### src/rtl/register_file_if.sv
// -----------------------------------------------------------------------------
// register_file_if
// Bus bundle between the datapath and register_file.
//   read_reg_one / read_reg_two : rs / rt read indices (master -> slave)
//   reg_one / reg_two           : rs / rt read data     (slave -> master)
//   reg_write / write_reg / write_data : writeback port (master -> slave)
//   clear_req                   : start a clear sweep   (master -> slave)
//   busy                        : sweep in progress     (slave -> master)
// -----------------------------------------------------------------------------
interface register_file_if #(
  parameter int DATA_WIDTH = 19,
  parameter int ADDR_WIDTH = 3
);
  logic [ADDR_WIDTH-1:0] read_reg_one;
  logic [ADDR_WIDTH-1:0] read_reg_two;
  logic [DATA_WIDTH-1:0] reg_one;
  logic [DATA_WIDTH-1:0] reg_two;
  logic                  reg_write;
  logic [ADDR_WIDTH-1:0] write_reg;
  logic [DATA_WIDTH-1:0] write_data;
  logic                  clear_req;
  logic                  busy;

  modport master (
    output read_reg_one, read_reg_two, reg_write, write_reg, write_data, clear_req,
    input  reg_one, reg_two, busy
  );

  modport slave (
    input  read_reg_one, read_reg_two, reg_write, write_reg, write_data, clear_req,
    output reg_one, reg_two, busy
  );
endinterface

### src/rtl/register_file.sv
// -----------------------------------------------------------------------------
// register_file
// 8 x 19-bit general-purpose register file feeding the ALU operands.
// Two combinational read ports, one synchronous write port, and a sequenced
// clear engine that zeroes R1..R7 one register per cycle.
//
// Ports:
//   i_clk : clock, all state updates on the rising edge
//   i_rst : synchronous active-high reset
//   bus   : register_file_if.slave (read indices/data, writeback, clear_req, busy)
//
// Optional feature macro: REGFILE_BYPASS_EN
//   defined   -> write-through forwarding of write_data onto matching read ports
//   undefined -> read ports show stored contents only
// -----------------------------------------------------------------------------
module register_file #(
  parameter int DATA_WIDTH = 19,
  parameter int ADDR_WIDTH = 3
) (
  input  logic             i_clk,
  input  logic             i_rst,
  register_file_if.slave   bus
);

  localparam int NUM_REGS = 2 ** ADDR_WIDTH;
  localparam logic [ADDR_WIDTH-1:0] LAST_IDX = ADDR_WIDTH'(NUM_REGS - 1);

  typedef enum logic [0:0] {
    IDLE  = 1'b0,
    CLEAR = 1'b1
  } state_t;

  // R0 has no storage: it is hardwired zero on the read side.
  logic [DATA_WIDTH-1:0] r_regs [1:NUM_REGS-1];

  state_t                r_state;
  state_t                w_state_nxt;
  logic [ADDR_WIDTH-1:0] r_cnt;
  logic [ADDR_WIDTH-1:0] w_cnt_nxt;
  logic                  r_busy;
  logic                  w_busy_nxt;
  logic                  w_clr_en;
  logic                  w_wr_en;
  logic [DATA_WIDTH-1:0] w_reg_one;
  logic [DATA_WIDTH-1:0] w_reg_two;

  // Writes are dropped while sweeping and never land on R0.
  assign w_wr_en = bus.reg_write & ~r_busy & (bus.write_reg != '0);

  // Clear FSM state, sweep counter and registered busy flag.
  always_ff @(posedge i_clk) begin
    if (i_rst) begin
      r_state <= IDLE;
      r_cnt   <= '0;
      r_busy  <= 1'b0;
    end else begin
      r_state <= w_state_nxt;
      r_cnt   <= w_cnt_nxt;
      r_busy  <= w_busy_nxt;
    end
  end

  // Clear FSM next-state logic; busy is derived from the next state so it
  // stays registered and clear_req never reaches an output combinationally.
  always_comb begin
    w_state_nxt = r_state;
    w_cnt_nxt   = r_cnt;
    w_busy_nxt  = r_busy;
    w_clr_en    = 1'b0;
    case (r_state)
      IDLE: begin
        if (bus.clear_req) begin
          w_state_nxt = CLEAR;
          w_cnt_nxt   = ADDR_WIDTH'(1);
          w_busy_nxt  = 1'b1;
        end else begin
          w_state_nxt = IDLE;
          w_cnt_nxt   = '0;
          w_busy_nxt  = 1'b0;
        end
      end
      CLEAR: begin
        w_clr_en  = 1'b1;
        // Counter wraps back to 0 after clearing the last index.
        w_cnt_nxt = r_cnt + ADDR_WIDTH'(1);
        if (r_cnt == LAST_IDX) begin
          w_state_nxt = IDLE;
          w_busy_nxt  = 1'b0;
        end else begin
          w_state_nxt = CLEAR;
          w_busy_nxt  = 1'b1;
        end
      end
      default: begin
        w_state_nxt = IDLE;
        w_cnt_nxt   = '0;
        w_busy_nxt  = 1'b0;
      end
    endcase
  end

  // Register storage: reset, writeback, or sweep clear (never both in one
  // cycle, since writes require busy=0 and clears only happen in CLEAR).
  always_ff @(posedge i_clk) begin
    if (i_rst) begin
      for (int i = 1; i < NUM_REGS; i++) begin
        r_regs[i] <= '0;
      end
    end else begin
      for (int i = 1; i < NUM_REGS; i++) begin
        if (w_wr_en && (bus.write_reg == ADDR_WIDTH'(i))) begin
          r_regs[i] <= bus.write_data;
        end else if (w_clr_en && (r_cnt == ADDR_WIDTH'(i))) begin
          r_regs[i] <= '0;
        end else begin
          r_regs[i] <= r_regs[i];
        end
      end
    end
  end

  // Combinational read ports; index 0 falls through to zero.
  always_comb begin
    w_reg_one = '0;
    w_reg_two = '0;
    for (int i = 1; i < NUM_REGS; i++) begin
      w_reg_one = (bus.read_reg_one == ADDR_WIDTH'(i)) ? r_regs[i] : w_reg_one;
      w_reg_two = (bus.read_reg_two == ADDR_WIDTH'(i)) ? r_regs[i] : w_reg_two;
    end
`ifdef REGFILE_BYPASS_EN
    // Write-through: w_wr_en already excludes index 0 and busy.
    w_reg_one = (w_wr_en && (bus.write_reg == bus.read_reg_one)) ? bus.write_data : w_reg_one;
    w_reg_two = (w_wr_en && (bus.write_reg == bus.read_reg_two)) ? bus.write_data : w_reg_two;
`else
    w_reg_one = w_reg_one;
    w_reg_two = w_reg_two;
`endif
  end

  assign bus.reg_one = w_reg_one;
  assign bus.reg_two = w_reg_two;
  assign bus.busy    = r_busy;

endmodule

### src/flat_wrapper.sv
// flat-port wrapper written by rule: the top's interface ports become plain ports
module register_file_flat 
#(
  parameter int DATA_WIDTH = 19,
  parameter int ADDR_WIDTH = 3
)
  (i_clk, i_rst, bus_read_reg_one, bus_read_reg_two, bus_reg_write, bus_write_reg, bus_write_data, bus_clear_req, bus_reg_one, bus_reg_two, bus_busy);
  register_file_if #(.DATA_WIDTH(DATA_WIDTH), .ADDR_WIDTH(ADDR_WIDTH)) bus_i ();
  input  logic i_clk;
  input  logic i_rst;
  input wire logic [$bits(bus_i.read_reg_one)-1:0] bus_read_reg_one;
  input wire logic [$bits(bus_i.read_reg_two)-1:0] bus_read_reg_two;
  input wire logic [$bits(bus_i.reg_write)-1:0] bus_reg_write;
  input wire logic [$bits(bus_i.write_reg)-1:0] bus_write_reg;
  input wire logic [$bits(bus_i.write_data)-1:0] bus_write_data;
  input wire logic [$bits(bus_i.clear_req)-1:0] bus_clear_req;
  output wire logic [$bits(bus_i.reg_one)-1:0] bus_reg_one;
  output wire logic [$bits(bus_i.reg_two)-1:0] bus_reg_two;
  output wire logic [$bits(bus_i.busy)-1:0] bus_busy;
  assign bus_i.read_reg_one = bus_read_reg_one;
  assign bus_i.read_reg_two = bus_read_reg_two;
  assign bus_i.reg_write = bus_reg_write;
  assign bus_i.write_reg = bus_write_reg;
  assign bus_i.write_data = bus_write_data;
  assign bus_i.clear_req = bus_clear_req;
  assign bus_reg_one = bus_i.reg_one;
  assign bus_reg_two = bus_i.reg_two;
  assign bus_busy = bus_i.busy;
  register_file #(.DATA_WIDTH(DATA_WIDTH), .ADDR_WIDTH(ADDR_WIDTH)) u_core (.i_clk(i_clk), .i_rst(i_rst), .bus(bus_i));
endmodule
### config.mk
export PLATFORM = sky130hd
export DESIGN_NAME = register_file_flat
export DESIGN_NICKNAME = d
export VERILOG_FILES = /design/src/rtl/register_file_if.sv /design/src/rtl/register_file.sv /design/src/flat_wrapper.sv
export SDC_FILE = /design/constraint.sdc
export NUM_CORES = 1
export LEC_CHECK = 0
export BUFFER_PORTS_ARGS = -buffer_cell sky130_fd_sc_hd__clkbuf_2
export CAP_MARGIN = 10
export CELL_PAD_IN_SITES_DETAIL_PLACEMENT = 0
export CELL_PAD_IN_SITES_GLOBAL_PLACEMENT = 1
export CORE_MARGIN = 1.5
export CORE_UTILIZATION = 30
export DETAILED_ROUTE_END_ITERATION = 6
export PLACE_DENSITY = 0.64
export SLEW_MARGIN = 20
export SYNTH_ARGS = -nofsm -noshare
export SYNTH_HDL_FRONTEND = slang
export SYNTH_SLANG_ARGS = --single-unit
export TNS_END_PERCENT = 30
### constraint.sdc
create_clock -name i_clk -period 6 [get_ports i_clk]
set_input_delay 1.2 -clock i_clk [delete_from_list [all_inputs] [get_ports i_clk]]
set_output_delay 1.2 -clock i_clk [all_outputs]
set_load 0.005 [all_outputs]
==> out/results.ini <==
[worst_hold_path]
min_from=u_core.r_cnt[0]$_SDFF_PP0_
min_path_cells=3
hold_class=reg2reg
worstHoldEndpoint=u_core.r_cnt[0]$_SDFF_PP0_

[synth]
synth_cell_types=47
yosysSeqAreaShare_pct=52.6
syn_area_per_cell_um2=11.8
async_reset_ff_share_pct=0
synth.largest_area_cell=edfxtp_1
synth_flop_cell=edfxtp_1
syn-cell-area_mm2=0.00775
syn_inst=655
synth_top_area_share_pct=51.5
synth-edff-count=133
synth_area_leaders=edfxtp_1 52%, and2_1 11%, mux2_2 6.0%
synth_fp_nets=693
ys.warnings.count=0
ys_seq_elements=137

[worst_setup_path]
cp_cell_sequence=buf_2 > buf_4 > a22oi_1 > a2bb2oi_1 > a22oi_1 > clkbuf_2
crit_buf_inv=3
rr_endpoint=u_core.r_regs[0][112]$_SDFFCE_PP0P_
critical-path-slowest-cell=buf_2
crit_required_ns=4.80
reg2reg_slack_ns=3.82
start_kind=input pin
reg2regPathDepth=3
r2r_start=u_core.r_state$_SDFF_PP0_
path_max_fanout=40
crit_path_max_incr_delay_ns=0.58
crit_type=in2out
critPathCaptureType=output port
cp_top_family=buffers and inverters
cp.arrival_ns=3.04
cpMostUsedCell=a22oi_1

[power]
power_frac_comb_pct=11.8
p_per_area_mw_per_mm2=270
seq_power_share_pct=46.2
peakVddDrop_mv=0.152
p_leak_nw=3.35
power.switching_fraction_pct=25.2
finalPower_mw=2.44
clkPwrFrac_pct=42.0
p_switching_mw=0.615
internal_power_mw=1.82

[floorplanning]
io_pins=71
rows=58
start_util_pct=30.7
fp.dieW_um=164
dieArea_mm2=0.0268
dieHeight_um=164
core_area_mm2=0.0253

[layout]
most-common-layout-cells=141 x and2_1, 133 x edfxtp_1, 68 x clkbuf_2, 54 x a22oi_1, 41 x mux2_2
regArea_mm2=0.00407
final.fill_count=2492
drive_gt1_share_pct=24.6
multi_input_area_mm2=0.00346
final_common_cell=and2_1
n_antenna_cell=0
final_nets=745
syn2layout_area_growth_pct=16.5

[clock_network]
cts.sinks=137
cts_buffers=17
htreeDepth=4
path_clk_slew_ns=0.06
insertion_delay_ns=0.42
cts-root-buf=clkbuf_16
cts_tree=yes
post_cts_buffers=0
cts_resized=0
ctsHoldBuffers=0
clockBufferDepth=2

[grt]
grt_pass1_wl_um=34800
antenna_found_initial=0
track_usage_pct=17.5
grt_max_degree=47
first_global_vias=5959
overflow=0

[timing]
finalCritPeriodShare_pct=70.6
fmax_ghz=0.236
setup_viol=0
slew_headroom_pct=27.7
layout_min_cycle_time_ns=4.24
worst_slew_pin_slew_ns=1.08
fin_skew_ns=0.00804
rsz0062_at_grt=no
hold_violations=0
fin_tns_setup_ns=0
maxSlewViolCount=0

[routing]
wire_per_inst_um=21.6
ant_nets=0
drtIter0Drc=371
viasPerCell=5.37
wl_um=22700
via_count=5640
drtPass1Iterations=5
drc=0

[status]
status=finished clean

[place]
dpl.hpwl_um=13700
gp_congestion=0.798
portBuffers=70

[job]
maxCapViolations=0

cell usage after synthesis (all sizes together) (2+ instances only):
cell	number
inv	4
nand2	24
clkbuf	33
a31oi	5
nor2b	8
a21oi	4
and2	141
a21o	8
nor2	6
nand3b	28
nor3b	9
nand4	9
mux2i	17
a22oi	54
o221ai	20
o21ai	14
o31ai	2
o211ai	9
ha	6
dfxtp	4
mux2	41
nand4b	9
buf	22
a22o	9
edfxtp	133
nor3	2
nand2b	5
o2bb2ai	8
a2bb2oi	8
metal layers:
layer / GRT usage (%) / up-vias / routed length, um
met2: 29.6 / 177 / 11300
li1: - / 2605 / -
met4: 6.40 / 0 / 444
met1: 22.3 / 2819 / 9950
met5: 0 / - / 0
met3: 3.13 / 39 / 1010
power groups by stage:
stage / logic [mW] / clock network [mW] / registers (mW)
final: 0.288 / 1.03 / 1.13
after global routing: 0.315 / 1.08 / 1.13
after CTS: 0.292 / 1.04 / 1.13
after detailed placement: 0.291 / 0 / 1.15
after global placement: 0.285 / 0 / 1.14
after floorplan: 0.174 / 0 / 1.14
sequential cells by signal, indices dropped and copies added (netlist names):
name	cells
u_core.r_cnt	3
u_core.r_regs	133
u_core.r_state	1
logic make-up (layout without fill, tap and decap cells):
kind of cell | Yosys count | count (layout) | synth area share, %
adder cells (fa/ha/maj) | 6 | 6 | 0.968
flip-flops | 137 | 137 | 52.6
AO/OA/AOI/OAI | 146 | 146 | 14.3
multiplexers | 58 | 58 | 8.15
buffers and inverters | 60 | 125 | 3.49
AND/OR/NAND/NOR | 248 | 248 | 20.5
stage by stage:
stage	cells	cell area, um^2	hold WS, ns	util (%)	setup slack, ns
after detailed placement	1018	8450	0.607	33.5	1.77
after global placement	1018	8450	0.590	33.5	1.81
after global routing	1050	9030	0.680	35.8	1.62
final	1050	9030	0.620	35.8	1.76
after floorplan	655	7750	0.515	-	2.51
after CTS	1050	9020	0.624	35.7	1.77
how the worst max path moves through the flow:
stage / startpoint / end / slack [ns] / depth (start not counted)
CTS: bus_read_reg_one[0] / bus_reg_one[11] / 1.77 / 5
floorplan: bus_write_reg[0] / u_core.r_regs[0][38]$_SDFFCE_PP0P_ / 2.51 / 2
detailed placement: bus_read_reg_one[0] / bus_reg_one[11] / 1.77 / 5
global route: bus_read_reg_one[2] / bus_reg_one[11] / 1.62 / 6
global placement: bus_read_reg_one[0] / bus_reg_one[11] / 1.81 / 5
finish: bus_read_reg_one[2] / bus_reg_one[11] / 1.76 / 6
cell type report:
class                   count  share of cell area (%)
well taps                 330                    4.57
repair buffers             88                    5.38
clock buffers              17                    4.71
clock inverters            15                    1.65
inverters                   5                   0.208
multi-input cells         458                    38.4
flip-flops and latches    137                    45.1
worst reg2reg max path, stage by stage, from the launching register on:
cell and delay, ns:
dfxtp_1 0.45, nand4bb_1 0.43, nor2_2 0.91, and2_1 0.25
(Power assumes the default switching activity.)
